### src/rtl/divu_seq_if.sv
// Client command/result port and IBUS initiator signals of divu_seq.
// master is the sequencer's view; slave is the client/bus-responder view.
interface divu_seq_if;
  logic        CMD_VALID;
  logic        CMD_READY;
  logic        CMD_DIV64;
  logic [31:0] CMD_DVSR;
  logic [31:0] CMD_DVDNTH;
  logic [31:0] CMD_DVDNTL;
  logic        RES_VALID;
  logic [31:0] RES_Q;
  logic [31:0] RES_R;
  logic        RES_OVF;
  logic        RES_ERR;
  logic [31:0] IBUS_A;
  logic [31:0] IBUS_DO;
  logic [31:0] IBUS_DI;
  logic [3:0]  IBUS_BA;
  logic        IBUS_WE;
  logic        IBUS_REQ;
  logic        IBUS_BUSY;

  modport master (
    input  CMD_VALID, CMD_DIV64, CMD_DVSR, CMD_DVDNTH, CMD_DVDNTL, IBUS_DI, IBUS_BUSY,
    output CMD_READY, RES_VALID, RES_Q, RES_R, RES_OVF, RES_ERR,
           IBUS_A, IBUS_DO, IBUS_BA, IBUS_WE, IBUS_REQ
  );

  modport slave (
    output CMD_VALID, CMD_DIV64, CMD_DVSR, CMD_DVDNTH, CMD_DVDNTL, IBUS_DI, IBUS_BUSY,
    input  CMD_READY, RES_VALID, RES_Q, RES_R, RES_OVF, RES_ERR,
           IBUS_A, IBUS_DO, IBUS_BA, IBUS_WE, IBUS_REQ
  );
endinterface

### src/rtl/divu_seq.sv
// Runs one signed divide on the DIVU register block over IBUS: write operands, read DVCR/remainder/quotient, clear OVF.
// Each access is issue / wait-while-BUSY / one idle cycle; a per-access busy counter aborts a stuck responder.
module divu_seq #(
  parameter int TIMEOUT_CYC = 63
) (
  input  logic       CLK,
  input  logic       RST_N,
  input  logic       CE_R,
  input  logic       CE_F,
  input  logic       RES_N,
  divu_seq_if.master bus
);
  localparam int CNT_W = $clog2(TIMEOUT_CYC + 1);
  localparam logic [31:0] A_DVSR   = 32'hFFFF_FF00;
  localparam logic [31:0] A_DVDNT  = 32'hFFFF_FF04;
  localparam logic [31:0] A_DVCR   = 32'hFFFF_FF08;
  localparam logic [31:0] A_DVDNTH = 32'hFFFF_FF10;
  localparam logic [31:0] A_DVDNTL = 32'hFFFF_FF14;

  typedef enum logic [3:0] {
    S_IDLE, S_WR_DVSR, S_WR_DVDNTH, S_WR_DVDNT, S_RD_DVCR, S_RD_REM, S_RD_QUO, S_CLR_OVF, S_DONE
  } state_t;
  typedef enum logic [1:0] {PH_GAP, PH_ISSUE, PH_WAIT} phase_t;

  state_t           r_state;
  phase_t           r_ph;
  logic [CNT_W-1:0] r_cnt;
  logic             r_div64;
  logic [31:0]      r_dvsr, r_dvdnth, r_dvdntl;
  logic             r_cmd_rdy, r_res_vld, r_ovf, r_err;
  logic [31:0]      r_q, r_r;
  logic             r_req, r_we;
  logic [31:0]      r_a, r_do;
  logic [31:0]      w_a, w_do;
  logic             w_we;
  state_t           w_next;
  logic             w_unused_ce_f;

  assign w_unused_ce_f = CE_F;

  // Bus fields for the access that belongs to the current state
  always_comb begin
    w_a  = A_DVSR;
    w_do = r_dvsr;
    w_we = 1'b1;
    case (r_state)
      S_WR_DVDNTH: begin w_a = A_DVDNTH; w_do = r_dvdnth; end
      S_WR_DVDNT:  begin w_a = r_div64 ? A_DVDNTL : A_DVDNT; w_do = r_dvdntl; end
      S_RD_DVCR:   begin w_a = A_DVCR;   w_do = 32'h0; w_we = 1'b0; end
      S_RD_REM:    begin w_a = A_DVDNTH; w_do = 32'h0; w_we = 1'b0; end
      S_RD_QUO:    begin w_a = A_DVDNTL; w_do = 32'h0; w_we = 1'b0; end
      S_CLR_OVF:   begin w_a = A_DVCR;   w_do = 32'h0; end
      default: ;
    endcase
  end

  always_comb begin
    w_next = S_DONE;
    case (r_state)
      S_WR_DVSR:   w_next = r_div64 ? S_WR_DVDNTH : S_WR_DVDNT;
      S_WR_DVDNTH: w_next = S_WR_DVDNT;
      S_WR_DVDNT:  w_next = S_RD_DVCR;
      S_RD_DVCR:   w_next = S_RD_REM;
      S_RD_REM:    w_next = S_RD_QUO;
      S_RD_QUO:    w_next = r_ovf ? S_CLR_OVF : S_DONE;
      default:     w_next = S_DONE;
    endcase
  end

  always_ff @(posedge CLK or negedge RST_N) begin
    if (!RST_N) begin
      r_state <= S_IDLE;    r_ph <= PH_GAP;       r_cnt <= '0;
      r_div64 <= 1'b0;      r_dvsr <= 32'h0;      r_dvdnth <= 32'h0;  r_dvdntl <= 32'h0;
      r_cmd_rdy <= 1'b1;    r_res_vld <= 1'b0;    r_ovf <= 1'b0;      r_err <= 1'b0;
      r_q <= 32'h0;         r_r <= 32'h0;
      r_req <= 1'b0;        r_we <= 1'b0;         r_a <= 32'h0;       r_do <= 32'h0;
    end else if (CE_R) begin
      if (!RES_N) begin
        r_state <= S_IDLE;  r_ph <= PH_GAP;       r_cnt <= '0;
        r_cmd_rdy <= 1'b1;  r_res_vld <= 1'b0;    r_ovf <= 1'b0;      r_err <= 1'b0;
        r_q <= 32'h0;       r_r <= 32'h0;
        r_req <= 1'b0;      r_we <= 1'b0;         r_a <= 32'h0;       r_do <= 32'h0;
      end else begin
        r_res_vld <= 1'b0;
        case (r_state)
          S_IDLE: begin
            if (bus.CMD_VALID) begin
              r_div64   <= bus.CMD_DIV64;
              r_dvsr    <= bus.CMD_DVSR;
              r_dvdnth  <= bus.CMD_DVDNTH;
              r_dvdntl  <= bus.CMD_DVDNTL;
              r_cmd_rdy <= 1'b0;
              r_ovf <= 1'b0;  r_err <= 1'b0;  r_q <= 32'h0;  r_r <= 32'h0;
              // First write is issued straight from the command to save a cycle
              r_state <= S_WR_DVSR;  r_ph <= PH_ISSUE;  r_cnt <= '0;
              r_req <= 1'b1;  r_we <= 1'b1;  r_a <= A_DVSR;  r_do <= bus.CMD_DVSR;
            end
          end
          S_DONE: begin
            if (r_ph == PH_GAP) begin
              r_res_vld <= 1'b1;
              r_ph      <= PH_ISSUE;
            end else begin
              r_state   <= S_IDLE;
              r_ph      <= PH_GAP;
              r_cmd_rdy <= 1'b1;
            end
          end
          default: begin
            case (r_ph)
              PH_GAP: begin
                r_req <= 1'b1;  r_we <= w_we;  r_a <= w_a;  r_do <= w_do;
                r_cnt <= '0;    r_ph <= PH_ISSUE;
              end
              PH_ISSUE: r_ph <= PH_WAIT;
              default: begin
                if (!bus.IBUS_BUSY) begin
                  r_req <= 1'b0;  r_we <= 1'b0;  r_ph <= PH_GAP;  r_state <= w_next;
                  if (r_state == S_RD_DVCR) r_ovf <= bus.IBUS_DI[0];
                  if (r_state == S_RD_REM)  r_r   <= bus.IBUS_DI;
                  if (r_state == S_RD_QUO)  r_q   <= bus.IBUS_DI;
                end else if (r_cnt == CNT_W'(TIMEOUT_CYC - 1)) begin
                  r_req <= 1'b0;  r_we <= 1'b0;  r_ph <= PH_GAP;  r_state <= S_DONE;
                  r_err <= 1'b1;  r_ovf <= 1'b0; r_q <= 32'h0;    r_r <= 32'h0;
                end else begin
                  r_cnt <= r_cnt + CNT_W'(1);
                end
              end
            endcase
          end
        endcase
      end
    end
  end

  assign bus.CMD_READY = r_cmd_rdy;
  assign bus.RES_VALID = r_res_vld;
  assign bus.RES_Q     = r_q;
  assign bus.RES_R     = r_r;
  assign bus.RES_OVF   = r_ovf;
  assign bus.RES_ERR   = r_err;
  assign bus.IBUS_A    = r_a;
  assign bus.IBUS_DO   = r_do;
  assign bus.IBUS_BA   = 4'hF;
  assign bus.IBUS_WE   = r_we;
  assign bus.IBUS_REQ  = r_req;
endmodule

### src/flat_wrapper.sv
// flat-port wrapper written by rule: the top's interface ports become plain ports
module divu_seq_flat 
#(
  parameter int TIMEOUT_CYC = 63
)
  (CLK, RST_N, CE_R, CE_F, RES_N, bus_CMD_VALID, bus_CMD_DIV64, bus_CMD_DVSR, bus_CMD_DVDNTH, bus_CMD_DVDNTL, bus_IBUS_DI, bus_IBUS_BUSY, bus_CMD_READY, bus_RES_VALID, bus_RES_Q, bus_RES_R, bus_RES_OVF, bus_RES_ERR, bus_IBUS_A, bus_IBUS_DO, bus_IBUS_BA, bus_IBUS_WE, bus_IBUS_REQ);
  divu_seq_if bus_i ();
  input  logic CLK;
  input  logic RST_N;
  input  logic CE_R;
  input  logic CE_F;
  input  logic RES_N;
  input wire logic [$bits(bus_i.CMD_VALID)-1:0] bus_CMD_VALID;
  input wire logic [$bits(bus_i.CMD_DIV64)-1:0] bus_CMD_DIV64;
  input wire logic [$bits(bus_i.CMD_DVSR)-1:0] bus_CMD_DVSR;
  input wire logic [$bits(bus_i.CMD_DVDNTH)-1:0] bus_CMD_DVDNTH;
  input wire logic [$bits(bus_i.CMD_DVDNTL)-1:0] bus_CMD_DVDNTL;
  input wire logic [$bits(bus_i.IBUS_DI)-1:0] bus_IBUS_DI;
  input wire logic [$bits(bus_i.IBUS_BUSY)-1:0] bus_IBUS_BUSY;
  output wire logic [$bits(bus_i.CMD_READY)-1:0] bus_CMD_READY;
  output wire logic [$bits(bus_i.RES_VALID)-1:0] bus_RES_VALID;
  output wire logic [$bits(bus_i.RES_Q)-1:0] bus_RES_Q;
  output wire logic [$bits(bus_i.RES_R)-1:0] bus_RES_R;
  output wire logic [$bits(bus_i.RES_OVF)-1:0] bus_RES_OVF;
  output wire logic [$bits(bus_i.RES_ERR)-1:0] bus_RES_ERR;
  output wire logic [$bits(bus_i.IBUS_A)-1:0] bus_IBUS_A;
  output wire logic [$bits(bus_i.IBUS_DO)-1:0] bus_IBUS_DO;
  output wire logic [$bits(bus_i.IBUS_BA)-1:0] bus_IBUS_BA;
  output wire logic [$bits(bus_i.IBUS_WE)-1:0] bus_IBUS_WE;
  output wire logic [$bits(bus_i.IBUS_REQ)-1:0] bus_IBUS_REQ;
  assign bus_i.CMD_VALID = bus_CMD_VALID;
  assign bus_i.CMD_DIV64 = bus_CMD_DIV64;
  assign bus_i.CMD_DVSR = bus_CMD_DVSR;
  assign bus_i.CMD_DVDNTH = bus_CMD_DVDNTH;
  assign bus_i.CMD_DVDNTL = bus_CMD_DVDNTL;
  assign bus_i.IBUS_DI = bus_IBUS_DI;
  assign bus_i.IBUS_BUSY = bus_IBUS_BUSY;
  assign bus_CMD_READY = bus_i.CMD_READY;
  assign bus_RES_VALID = bus_i.RES_VALID;
  assign bus_RES_Q = bus_i.RES_Q;
  assign bus_RES_R = bus_i.RES_R;
  assign bus_RES_OVF = bus_i.RES_OVF;
  assign bus_RES_ERR = bus_i.RES_ERR;
  assign bus_IBUS_A = bus_i.IBUS_A;
  assign bus_IBUS_DO = bus_i.IBUS_DO;
  assign bus_IBUS_BA = bus_i.IBUS_BA;
  assign bus_IBUS_WE = bus_i.IBUS_WE;
  assign bus_IBUS_REQ = bus_i.IBUS_REQ;
  divu_seq #(.TIMEOUT_CYC(TIMEOUT_CYC)) u_core (.CLK(CLK), .RST_N(RST_N), .CE_R(CE_R), .CE_F(CE_F), .RES_N(RES_N), .bus(bus_i));
endmodule
### config.mk
export PLATFORM = sky130hd
export DESIGN_NAME = divu_seq_flat
export DESIGN_NICKNAME = d
export VERILOG_FILES = /design/src/rtl/divu_seq_if.sv /design/src/rtl/divu_seq.sv /design/src/flat_wrapper.sv
export SDC_FILE = /design/constraint.sdc
export NUM_CORES = 1
export LEC_CHECK = 0
export ABC_AREA = 1
export CAP_MARGIN = 20
export CELL_PAD_IN_SITES_DETAIL_PLACEMENT = 1
export CELL_PAD_IN_SITES_GLOBAL_PLACEMENT = 2
export CORE_ASPECT_RATIO = 1.5
export CORE_UTILIZATION = 30
export CTS_BUF_LIST = sky130_fd_sc_hd__clkbuf_8
export DETAILED_ROUTE_END_ITERATION = 10
export GPL_TIMING_DRIVEN = 1
export PLACE_DENSITY = 0.95
export SYNTH_ARGS = -nofsm -noshare
export SYNTH_HDL_FRONTEND = slang
export SYNTH_SLANG_ARGS = --single-unit
### constraint.sdc
create_clock -name CLK -period 3.8 [get_ports CLK]
set_input_delay 0.38 -clock CLK [delete_from_list [all_inputs] [get_ports CLK]]
set_output_delay 0.38 -clock CLK [all_outputs]
set_load 0.01 [all_outputs]
### Word level (Yosys, flattened, before mapping)

Cells that the tools add are included.

| cells by class | value |
|---|---|
| mux-type cells | 73 |
| reductions and logical operators | 18 |
| equality and inequality tests | 29 |
| add/subtract/negate cells | 1 |

Operator list:

| operator | count |
|---|---|
| 32-bit two-way mux | 16 |
| 32-bit one-hot mux with 2 select lines | 4 |
| 32-bit one-hot mux with 4 select lines | 1 |
| 32-bit one-hot mux with 3 select lines | 1 |
| 6-bit AND reduction | 5 |
| 4-bit two-way mux | 7 |
| 6-bit two-way mux | 4 |
| 4-bit one-hot mux with 6 select lines | 1 |
| 6-bit one-hot mux with 2 select lines | 2 |
| 1-bit two-way mux | 22 |
| 4-bit by 3-bit == test with 1-bit output (second input constant) | 4 |
| 4-bit by 1-bit inequality test with 1-bit output (second input constant) | 4 |
| 1-bit one-hot mux with 2 select lines | 7 |
| 3-bit by 1-bit inequality test with 1-bit output (second input constant) | 4 |
| 4-bit AND reduction | 3 |
| 5-bit by 2-bit inequality test with 1-bit output (second input constant) | 2 |
| 5-bit AND reduction | 2 |
| 3-bit inequality test (second input constant) | 3 |
| 4-bit by 2-bit == test with 1-bit output (second input constant) | 2 |
| 2-bit two-way mux | 4 |
| 4-bit by 2-bit inequality test with 1-bit output (second input constant) | 2 |
| 2-bit one-hot mux with 2 select lines | 2 |
| 4-bit one-hot mux with 2 select lines | 1 |
| 7-bit by 2-bit inequality test with 1-bit output (second input constant) | 1 |
| 15 further kinds | 17 |

| word-level totals | value |
|---|---|
| output and inout port bits | 138 |
| bits in registers | 243 |
| bits of input ports | 136 |
| logic and storage cells | 138 |

### Logic depth before layout (Yosys ltp)

Gate-level depths: netlist of the first run.

| depth | value |
|---|---|
| depth after elaboration | 6 |
| gate-level depth with buffers | 10 |
| depth with buffers taken out | 10 |

### Worst setup path after synthesis of the first run

OpenSTA, ideal clock, no wires.

| path | value |
|---|---|
| kind | reg-to-reg |
| start | register u_core.r_state[1] |
| end | register u_core.r_div64 |
| buffers on the path | 3 |
| data arrival time | 1.495 ns |
| cell stages (with the launch flop) | 10 |
| data required time | 3.670 ns |
| setup time | 0.130 ns |
| period minus slack after synthesis | 1.626 ns |
| setup slack | 2.174 ns |
| cells stage by stage | dfrtp_1 nor2_2 nand2_1 buf_4 nor2_8 nand3_2 buf_2 buf_2 nand2_1 o21ai_1 |

| between the ends | value |
|---|---|
| longest elaborated chain between the ends | 2 |

Ends and longest elaborated chain:

| item | line | text |
|---|---|---|
| from (decl) | divu_seq.sv:25 | `state_t r_state;` |
| from (signal assigned) | divu_seq.sv:72 | `r_state <= S_IDLE; r_ph <= PH_GAP; r_cnt <= '0;` |
| from (signal assigned) | divu_seq.sv:79 | `r_state <= S_IDLE; r_ph <= PH_GAP; r_cnt <= '0;` |
| from (signal assigned) | divu_seq.sv:95 | `r_state <= S_WR_DVSR; r_ph <= PH_ISSUE; r_cnt <= '0;` |
| 4-bit logical NOT | divu_seq.sv:85 | `case (r_state)` |
| 4-bit AND reduction (no line) | -- |  |
| to (signal assigned) | divu_seq.sv:88 | `r_div64 <= bus.CMD_DIV64;` |
| to (decl) | divu_seq.sv:28 | `logic r_div64;` |

Every way passes these cells.
A chain may end at the register's enable or synchronous reset.

### Worst setup path after layout of the first run

| path | value |
|---|---|
| start | register u_core.r_state[2] |
| end | register u_core.r_do[7] (netlist: u_core.bus.IBUS_DO[7]) |

| between the ends | value |
|---|---|
| longest elaborated chain between the ends | 6 |
| elaborated cells on any way between the ends | 17 |
| classes of those cells | 10 x eq/ne; 4 x mux; 3 x reduce/logical |

Ends and longest elaborated chain:

| item | line | text |
|---|---|---|
| 4-bit by 3-bit == test with 1-bit output | divu_seq.sv:46 | `case (r_state)` |
| 4-bit OR reduction (no line) | -- |  |
| 32-bit one-hot mux with 3 select lines | divu_seq.sv:46 |  |
| 32-bit two-way mux | divu_seq.sv:110 | `case (r_ph)` |
| 32-bit one-hot mux with 2 select lines | divu_seq.sv:85 |  |
| 32-bit two-way mux | divu_seq.sv:78 | `if (!RES_N) begin` |
| to (signal assigned) | divu_seq.sv:76 | `r_req <= 1'b0; r_we <= 1'b0; r_a <= 32'h0; r_do <= 32'h0;` |
| to (signal assigned) | divu_seq.sv:82 | `r_req <= 1'b0; r_we <= 1'b0; r_a <= 32'h0; r_do <= 32'h0;` |
| to (signal assigned) | divu_seq.sv:112 | `r_req <= 1'b1; r_we <= w_we; r_a <= w_a; r_do <= w_do;` |
| to (decl) | divu_seq.sv:33 | `logic [31:0] r_a, r_do;` |

Several ways; a longest one is shown, not always the timed one. The select of a mux whose other input is x is not followed.

==> results of run 1 <==
-- path summary, 6_finish.rpt --
path	start	to	slack, ps	cells after the start
hold reg to reg	u_core.bus.RES_Q[2]$_DFFE_PN0P_	u_core.bus.RES_Q[2]$_DFFE_PN0P_	470	2
hold / removal	bus_CMD_DVDNTL[14]	u_core.r_dvdntl[14]$_DFFE_PN0P_	370	3
min in group asynchronous	RST_N	u_core.r_dvdntl[19]$_DFFE_PN0P_	430	2
setup / recovery	u_core.r_state[2]$_DFFE_PN0P_	u_core.bus.IBUS_DO[7]$_DFFE_PN0P_	1180	9
max in group asynchronous	RST_N	u_core.r_dvsr[12]$_DFFE_PN0P_	2360	3
setup reg to reg	u_core.r_state[2]$_DFFE_PN0P_	u_core.bus.IBUS_DO[7]$_DFFE_PN0P_	1180	9
-- through the flow --
stage / hold slack (ps) / instances / area [sq um] / total power, mW / utilization
4_1_cts: 329.4 / 2122 / 14110 / 9.671 / 0.4104
3_3_place_gp: 454.1 / 2063 / 13440 / 7.487 / 0.3911
3_5_place_dp: 457.2 / 2063 / 13440 / 7.639 / 0.3911
6_report: 371.9 / 2124 / 14130 / 9.500 / 0.4111
5_1_grt: 361.9 / 2124 / 14130 / 10.21 / 0.4111
2_1_floorplan: 84.41 / 1416 / 10570 / 5.938 / -
-- critical path, cell delays in order (launching register included) --
cell     delay (ps)
dfrtp_1         480
nor2_4          150
buf_4           640
nand3_1         150
nand2_1         340
nor2_4           80
inv_2           270
buf_4           290
nand2_1          80
nand2_1          70
-- registers in the layout, summed over array words and instances, names as in the netlist --
| register | count |
|---|---|
| u_core.bus.CMD_READY | 1 |
| u_core.r_div64 | 1 |
| u_core.bus.IBUS_WE | 1 |
| u_core.bus.IBUS_A | 4 |
| u_core.r_dvsr | 32 |
| u_core.r_cnt | 6 |
| u_core.r_ph | 2 |
| u_core.bus.RES_Q | 32 |
| u_core.bus.IBUS_REQ | 1 |
| u_core.bus.RES_VALID | 1 |
| u_core.r_dvdntl | 32 |
| u_core.bus.RES_R | 32 |
| u_core.r_state | 4 |
| u_core.r_dvdnth | 32 |
| u_core.bus.RES_ERR | 1 |
| u_core.bus.RES_OVF | 1 |
| u_core.bus.IBUS_DO | 32 |
-- cell type report --
cell class / count / area [sq um] / area share
multi-input combinational: 933 / 4005 / 0.2834
antenna: 1 / 2.502 / 0.0001771
tap: 467 / 584.3 / 0.04135
inverter: 161 / 604.3 / 0.04277
clock inverter: 15 / 63.81 / 0.004516
timing repair buffer: 289 / 2898 / 0.2051
sequential: 215 / 5381 / 0.3808
clock buffer: 43 / 591.8 / 0.04188
-- repair_timing --
action / 4_1_cts / 5_1_grt
buffers inserted: 0 / 0
hold buffers: 1 / 0
hold endpoints to repair: 91 / 0
-- cell usage after synthesis, drive strengths merged --
master	count
xor2	1
nor3	1
dfstp	1
inv	160
o211ai	2
nand2	543
conb	2
clkinv	1
ha	2
buf	87
o21ai	106
a21oi	3
nand3	191
clkbuf	20
nor2	68
nand4	6
dfrtp	214
nand3b	1
-- routing by layer --
metal,track usage,vias up
met3,0.02580,66
met4,0.08137,2
li1,-,4764
met2,0.3602,224
met5,0,-
met1,0.2164,4774
-- cell families (layout without fill, tap and decap cells) --
kind of cell,after synthesis,in the layout,synth area share
xor+xnor,1,1,0.0008310
compound gates,111,111,0.05317
simple gates,810,810,0.3174
buf+inv,268,508,0.1150
fa+ha+maj,2,2,0.002374
flops,215,215,0.5105
other cells,2,10,0.0007124
-- placed cells by master (no fill, tap or decap), types with 9 or more instances in the layout --
cell / Yosys / final
dfrtp_1: 214 / 214
inv_1: 156 / 169
buf_4: 42 / 20
conb_1: 2 / 9
clkdlybuf4s50_1: 0 / 262
clkbuf_8: 0 / 43
nand3_1: 189 / 189
nor2_1: 61 / 60
nand2_1: 543 / 543
o21ai_1: 95 / 94
o21ai_0: 11 / 11
-- power by group --
part           internal (mW)  switching (mW)
clock                   1.02           0.939
sequential              3.19           0.557
combinational           1.64            2.16
==> impl_results.md, run 1 <==
* Syn Inst Count at 1,409
* CP Max Fanout at 70
* Routed via count at 9,830
* PD cells at 672.2 nW/um^2
* Die ar. at 35,910 sq um
* CTS tree: done
* FF+latch count, synth at 215
* Final worst slack at 1176 ps
* Top Metal Used: met5
* Tmin final at 2624 ps
* Via/cell ratio at 4.628
* Synth top area share at 0.5080
* RSZ-0062 raised after global routing: no
* Congestion Overflow GR at 0
* HPWL Detailed at 22,990 microns
* Starting DRC count in detailed routing at 397
* Final hold vios at 0
* Leakage at 7.407 nW
* Area contributors post-synth: dfrtp_1 51%, nand2_1 19%, nand3_1 9.0%
* Post-DRT Antenna Nets at 0
* Slew at the pin with the worst max-slew slack at 1012 ps
* DRT Pass-1 Iters at 4
* Synth-to-Final Area Change at 34.05%
* WP data required at 4280 ps
* Die width at 155.1 microns
* CTS Buffer Depth at 3
* Fmax achieved at 0.3810 GHz
* All-Layer GR Usage at 0.1927
* Worst hold path type: in -> reg
* Core area at 34,370 sq um
* Crit Path Category: reg -> reg
* Placer Congestion at 0.7960
* Wire length on met1 at 13,630 microns
* DP Worst Slack at 1138 ps
* Die Span Y at 231.6 microns
* Vias in the first global route at 10,490
* Ys Warns at 0
* CTS Buf Count at 37
* Initial antenna violation count at 2
* VDD IR max at 0.3702 mV
* IO Port Bufs at 263
* Starting Density at 0.3067
* Clock root cell: clkbuf_8
* Clock Skew at 16.26 ps
* Clk slew on worst S/H paths at 60 ps
* Crit path DAT at 3100 ps
* # rows at 83
* Mean Syn Cell Area at 7.481 sq um
* Status: completed
* Slew Viols, Final at 0
* Final WL at 33,670 microns
* Final setup viols at 0
* CTS resizes at 0
* Max-slew headroom at 0.3243
* Layout cells sized above 1 at 0.05254
* CP Capture Type: flop
* Post-synthesis sequential area ratio at 0.5105
* DR WL met2 at 17,600 microns
* WL/cell at 15.85 microns
* I/O pin cnt at 274
* Max Cap Violations at 0
* Clk sink count at 215
* Cell area after synthesis at 10,540 sq um
* Worst skew pair latency at 550 ps
* Nets at 1,775
* Cell taking the most area after synthesis: dfrtp_1
* Metal3 WL at 1272 microns
* Fill cells at 4,244
* H-tree depth at 2
* Final period utilization at 0.6907
* CP Launch Type: flop
* Netlist cell types at 26
* # DRC at 0
* Setup TNS at 0 ps
* Global-route wire length before repair at 54,890 microns
* Largest net degree at the start of global routing at 97
Note: power is estimated with default switching activity, not from simulation.
==> run 2: changes to the inputs <==
- CORE_UTILIZATION: 30 -> 25
- PLACE_DENSITY: 0.95 -> 0.88
- clock period: 3.8 -> 2.2 ns (I/O delays scaled with it)
==> impl_results.md, run 2 (synthesis results as in run 1) <==
* Status: completed
* H-tree depth at 2
* # rows at 91
* Final setup viols at 0
* Final period utilization at 0.8970
* Nets at 1,785
* Critical-path top delay cell: clkdlybuf4s50_1
* Die Span Y at 253.5 microns
* # DRC at 0
* Synth-to-Final Area Change at 38.05%
* Via/cell ratio at 4.430
* IO Port Bufs at 263
* Clk sink count at 215
* CTS Buffer Depth at 3
* Reg power frac at 0.379
* Crit Path Category: reg -> out
* CP Capture Type: primary output
* Global-route wire length before repair at 57,920 microns
* CTS Buf Count at 39
* CP Launch Type: flop
* Slew Viols, Final at 0
* Slew at the pin with the worst max-slew slack at 803.1 ps
* Placer Congestion at 0.8244
* Fmax achieved at 0.5067 GHz
* Tmin final at 1973 ps
* I/O pin cnt at 274
* Most frequent cells in the layout: 542 x nand2_1, 262 x clkdlybuf4s50_1, 213 x dfrtp_1
* Worst skew pair latency at 550 ps
* Max Cap Violations at 0
* VDD IR max at 0.4707 mV
* Die ar. at 43,010 sq um
* CP delay by family, top: buffers and inverters
* Buf/Inv on CP at 1
* Layout cells sized above 1 at 0.06351
* Setup TNS at 0 ps
* Max incr delay on CP at 620 ps
* Die width at 169.7 microns
* Comb power frac at 0.399
* Leakage at 7.531 nW
* CP Cell Sequence: clkdlybuf4s50_1
* Post-DRT Antenna Nets at 0
* HPWL Detailed at 24,890 microns
* Initial antenna violation count at 3
* Largest net degree at the start of global routing at 70
* Internal Power at 10.58 mW
* Clock root cell: clkbuf_8
* Worst hold path type: in -> async
* Fill cells at 4,980
* Core area at 41,330 sq um
* RSZ-0062 raised after global routing: no
* WP data required at 1980 ps
* WL/cell at 16.14 microns
* Clock network fraction of total power at 0.222
* Sw Ratio at 0.3815
* Vias in the first global route at 10,620
* Crit path DAT at 1750 ps
* Max-slew headroom at 0.4646
* PD cells at 1176 nW/um^2
* Final WL at 35,970 microns
* Most common cell after layout, fill and taps aside: nand2_1
* CTS tree: done
* Tot Pwr at 17.11 mW
* Congestion Overflow GR at 0
* Routed via count at 9,875
* Clock Skew at 20.23 ps
* All-Layer GR Usage at 0.1706
* DRT Pass-1 Iters at 4
* Clk slew on worst S/H paths at 60 ps
* Starting Density at 0.2550
* CP Max Fanout at 25
* Post-CTS setup buffers at 0
* Switching power total at 6.526 mW
* Starting DRC count in detailed routing at 438
* Final hold vios at 0
-- run 2: cell types whose count changed in the layout (fill, tap and decap cells not counted), sizes merged --
cell and delta:
clkinvlp +2, clkinv +1, bufinv +1, clkbuf +5, inv -4, buf +8, diode +1
-- run 2: area by class of cell --
cell class / count / area, sq um / area share
timing repair buffer: 297 / 3095 / 0.2127
sequential: 215 / 5383 / 0.3699
clock inverter: 15 / 98.84 / 0.006792
antenna: 2 / 5.005 / 0.0003439
multi-input combinational: 933 / 4008 / 0.2754
inverter: 161 / 604.3 / 0.04153
clock buffer: 48 / 660.6 / 0.04540
tap: 558 / 698.2 / 0.04798
-- run 2: per-stage QoR --
stage          setup WS, ps  utilization  instances  area (sq um)  hold slack (ps)
3_3_place_gp          178.9       0.3333       2163         13770            228.0
6_report              226.6       0.3521       2229         14550            220.6
2_1_floorplan         574.2            -       1416         10570           -75.59
5_1_grt               70.38       0.3521       2229         14550            211.6
3_5_place_dp          96.07       0.3333       2163         13770            225.7
4_1_cts               66.84       0.3519       2227         14550            169.8
-- run 2: layer usage --
| layer | share of wire | vias up | routed length (microns) | GRT usage |
|---|---|---|---|---|
| li1 | - | 4799 | - | - |
| met1 | 0.40 | 4805 | 14320 | 0.1912 |
| met2 | 0.54 | 215 | 19310 | 0.3227 |
| met3 | 0.038 | 54 | 1350 | 0.02585 |
| met4 | 0.027 | 2 | 964 | 0.05920 |
| met5 | 0.00036 | - | 13 | 0 |
-- run 2: final timing paths --
check                      cells after the start                                  to                         startpoint  slack, ps
hold / removal                                 2     u_core.r_dvdntl[21]$_DFFE_PN0P_                              RST_N        220
max in group asynchronous                      3   u_core.bus.IBUS_DO[4]$_DFFE_PN0P_                              RST_N       1230
hold reg to reg                                2     u_core.bus.RES_R[6]$_DFFE_PN0P_    u_core.bus.RES_R[6]$_DFFE_PN0P_        470
min in group CLK                               3     u_core.r_dvdntl[13]$_DFFE_PN0P_                 bus_CMD_DVDNTL[13]        220
setup reg to reg                               8  u_core.bus.IBUS_DO[20]$_DFFE_PN0P_      u_core.r_state[0]$_DFFE_PN0P_        300
setup / recovery                               1                      bus_IBUS_A[31]  u_core.bus.IBUS_A[30]$_DFFE_PN0P_        230
-- run 2: power by group through the flow --
| stage | Clock, mW | Sequential (mW) | Combinational, mW |
|---|---|---|---|
| finish | 3.80 | 6.49 | 6.83 |
| global route | 4.10 | 6.69 | 7.61 |
| CTS | 3.98 | 6.50 | 6.98 |
| detailed placement | 0 | 6.55 | 6.96 |
| global placement | 0 | 6.47 | 6.77 |
| floorplan | 0 | 6.58 | 3.67 |
-- run 2: what timing repair did --
| item | in CTS | in global routing |
|---|---|---|
| endpoints found under the setup margin | 24 | 67 |
| gates resized for setup | 1 | 1 |
| hold endpoints to repair | 58 | 0 |
| hold buffers | 1 | 0 |
| cloned | 0 | 0 |
==> run 3: changes to the inputs <==
- ABC_AREA: 1 -> default
- CORE_UTILIZATION: 25 -> 29
- PLACE_DENSITY: 0.88 -> 0.9
- SETUP_SLACK_MARGIN: default -> 0.5
==> impl_results.md, run 3 <==
* RSZ-0062 raised after global routing: yes
* Post-DRT Antenna Nets at 0
* Syn Inst Count at 952
* Starting Density at 0.2957
* Ys Warns at 0
* Largest family of logic cells by synthesized area: compound AO/OA/AOI/OAI gates
* Top-count cell post-synth: dfrtp_1
* CTS Buffer Depth at 3
* # rows at 84
* Clk slew on worst S/H paths at 70 ps
* Mean Syn Cell Area at 10.90 sq um
* Final hold vios at 0
* VDD IR max at 0.5449 mV
* Multiplexer share of the synthesized area at 0.1384
* WP data required at 2640 ps
* Via/cell ratio at 5.077
* Area contributors post-synth: dfrtp_1 52%, mux2_2 7.6%, a21oi_1 3.6%
* CP Capture Type: flop
* Post-Synth Simple-Gate Area at 0.1208
* Crit Path Category: reg -> reg
* HPWL Detailed at 23,320 microns
* Clk sink count at 215
* Final WL at 39,380 microns
* Internal reg-to-reg setup slack at 160 ps
* Fmax achieved at 0.4904 GHz
* Layout cells sized above 1 at 0.2516
* Die Span Y at 233.7 microns
* Post-synth EDFFs at 0
* CTS Buf Count at 37
* Post-synthesis compound-gate area fraction at 0.1457
* Die width at 156.5 microns
* Die ar. at 36,570 sq um
* Main synth FF type: dfrtp_1
* Synth Area in XOR/XNOR at 0.001688
* Clock Skew at 33.59 ps
* PD cells at 1137 nW/um^2
* Synth top cells by count: 214 x dfrtp_1, 74 x a21oi_1, 70 x mux2_2
* Netlist cell types at 59
* Status: completed
* Nets at 1,392
* Most common cell after layout, fill and taps aside: dfrtp_1
* Crit path DAT at 2480 ps
* Slew Viols, Final at 0
* Largest net degree at the start of global routing at 66
* Final setup viols at 0
* Synth top area share at 0.5159
* Setup TNS at 0 ps
* Starting DRC count in detailed routing at 439
* Worst skew pair latency at 560 ps
* Global-route wire length before repair at 55,480 microns
* Tmin final at 2039 ps
* Synth Area in Adders at 0.002411
* Synth-to-Final Area Change at 54.52%
* H-tree depth at 2
* IO Port Bufs at 263
* Placer Congestion at 0.8518
* I/O pin cnt at 274
* CP Launch Type: flop
* Slew at the pin with the worst max-slew slack at 505.9 ps
* Final period utilization at 0.9269
* Max Cap Violations at 0
* All-Layer GR Usage at 0.1999
* DRT Pass-1 Iters at 4
* Routed via count at 8,921
* Leakage at 8.025 nW
* CP Max Fanout at 12
* Clock root cell: clkbuf_8
* CTS tree: done
* Core area at 35,100 sq um
* Vias in the first global route at 9,671
* Max-slew headroom at 0.6613
* # DRC at 0
* Tot Pwr at 18.23 mW
* WL/cell at 22.41 microns
* Synth async-reset ratio at 1.000
* Worst hold path type: in -> async
* Cell taking the most area after synthesis: dfrtp_1
* Congestion Overflow GR at 0
* Post-synthesis sequential area ratio at 0.5184
* Initial antenna violation count at 4
* Cell area after synthesis at 10,380 sq um
* Most frequent cells in the layout: 209 x dfrtp_1, 141 x clkdlybuf4s50_1, 100 x dlymetal6s2s_1
* FF+latch count, synth at 215
[run 3: final timing paths]
kind,start,endpoint,cells past startpoint
max reg2reg,u_core.r_state[3]$_DFFE_PN0P_,u_core.r_dvsr[31]$_DFFE_PN0P_,7
min reg2reg,u_core.bus.RES_Q[10]$_DFFE_PN0P_,u_core.bus.RES_Q[10]$_DFFE_PN0P_,1
min in group CLK,RES_N,u_core.bus.CMD_READY$_DFFE_PN1P_,2
max in group asynchronous,RST_N,u_core.r_dvdnth[20]$_DFFE_PN0P_,3
min,RST_N,u_core.r_dvdntl[6]$_DFFE_PN0P_,2
max,u_core.r_state[3]$_DFFE_PN0P_,u_core.r_dvsr[31]$_DFFE_PN0P_,7
[run 3: what timing repair did]
item,4_1_cts,5_1_grt
setup buffers,19,10
gates resized for setup,83,196
hold endpoints to repair,116,0
setup endpoints to repair,325,315
hold buffers,1,0
pin swaps,31,22
cloned,8,12
[run 3: routing by layer]
metal | global-route usage | routed length [microns] | part of all wire | up-vias
met1 | 0.2111 | 14140 | 0.36 | 4543
met4 | 0.08578 | 1684 | 0.043 | 0
met3 | 0.03469 | 1844 | 0.047 | 99
met5 | 0 | 0 | 0 | -
li1 | - | - | - | 3980
met2 | 0.3832 | 21710 | 0.55 | 299
[run 3: cell type report]
| cell class | count | area [sq um] |
|---|---|---|
| Fill cell | 3750 | 19060 |
| Sequential cell | 215 | 5390 |
| Multi-Input combinational cell | 594 | 4835 |
| Timing Repair Buffer | 366 | 4319 |
| Clock buffer | 46 | 633.1 |
| Tap cell | 473 | 591.8 |
| Inverter | 40 | 150.1 |
| Clock inverter | 19 | 110.1 |
| Antenna cell | 4 | 10.01 |
[run 3: worst max-delay path, stage by stage, from the launching register on]
cell and delay (ps):
dfrtp_2 430, buf_12 150, nor4_4 290, buf_6 170, nand4_4 150, buf_12 230, clkbuf_16 200, mux2_2 280
[run 3: report_power, final]
| part | switching (mW) | internal (mW) |
|---|---|---|
| clock | 1.73 | 2.00 |
| combinational | 3.94 | 4.34 |
| sequential | 0.852 | 5.37 |
[run 3: per-stage QoR]
| stage | instance area, sq um | setup WS [ps] | utilization | instances | hold WS, ps |
|---|---|---|---|---|---|
| 6_report | 16040 | 160.7 | 0.4569 | 1757 | 171.7 |
| 5_1_grt | 16040 | 80.93 | 0.4569 | 1757 | 177.3 |
| 4_1_cts | 14960 | 198.6 | 0.4261 | 1731 | 146.3 |
| 3_5_place_dp | 13640 | -28.00 | 0.3885 | 1638 | 168.1 |
| 3_3_place_gp | 13640 | 46.25 | 0.3885 | 1638 | 161.7 |
| 2_1_floorplan | 10590 | 240.2 | - | 959 | -75.59 |
[run 3: cell families after synthesis]
family | Yosys count
compound gates | 229
simple gates | 221
flops | 215
buf+inv | 150
mux | 131
fa+ha+maj | 2
other cells | 2
xor+xnor | 2
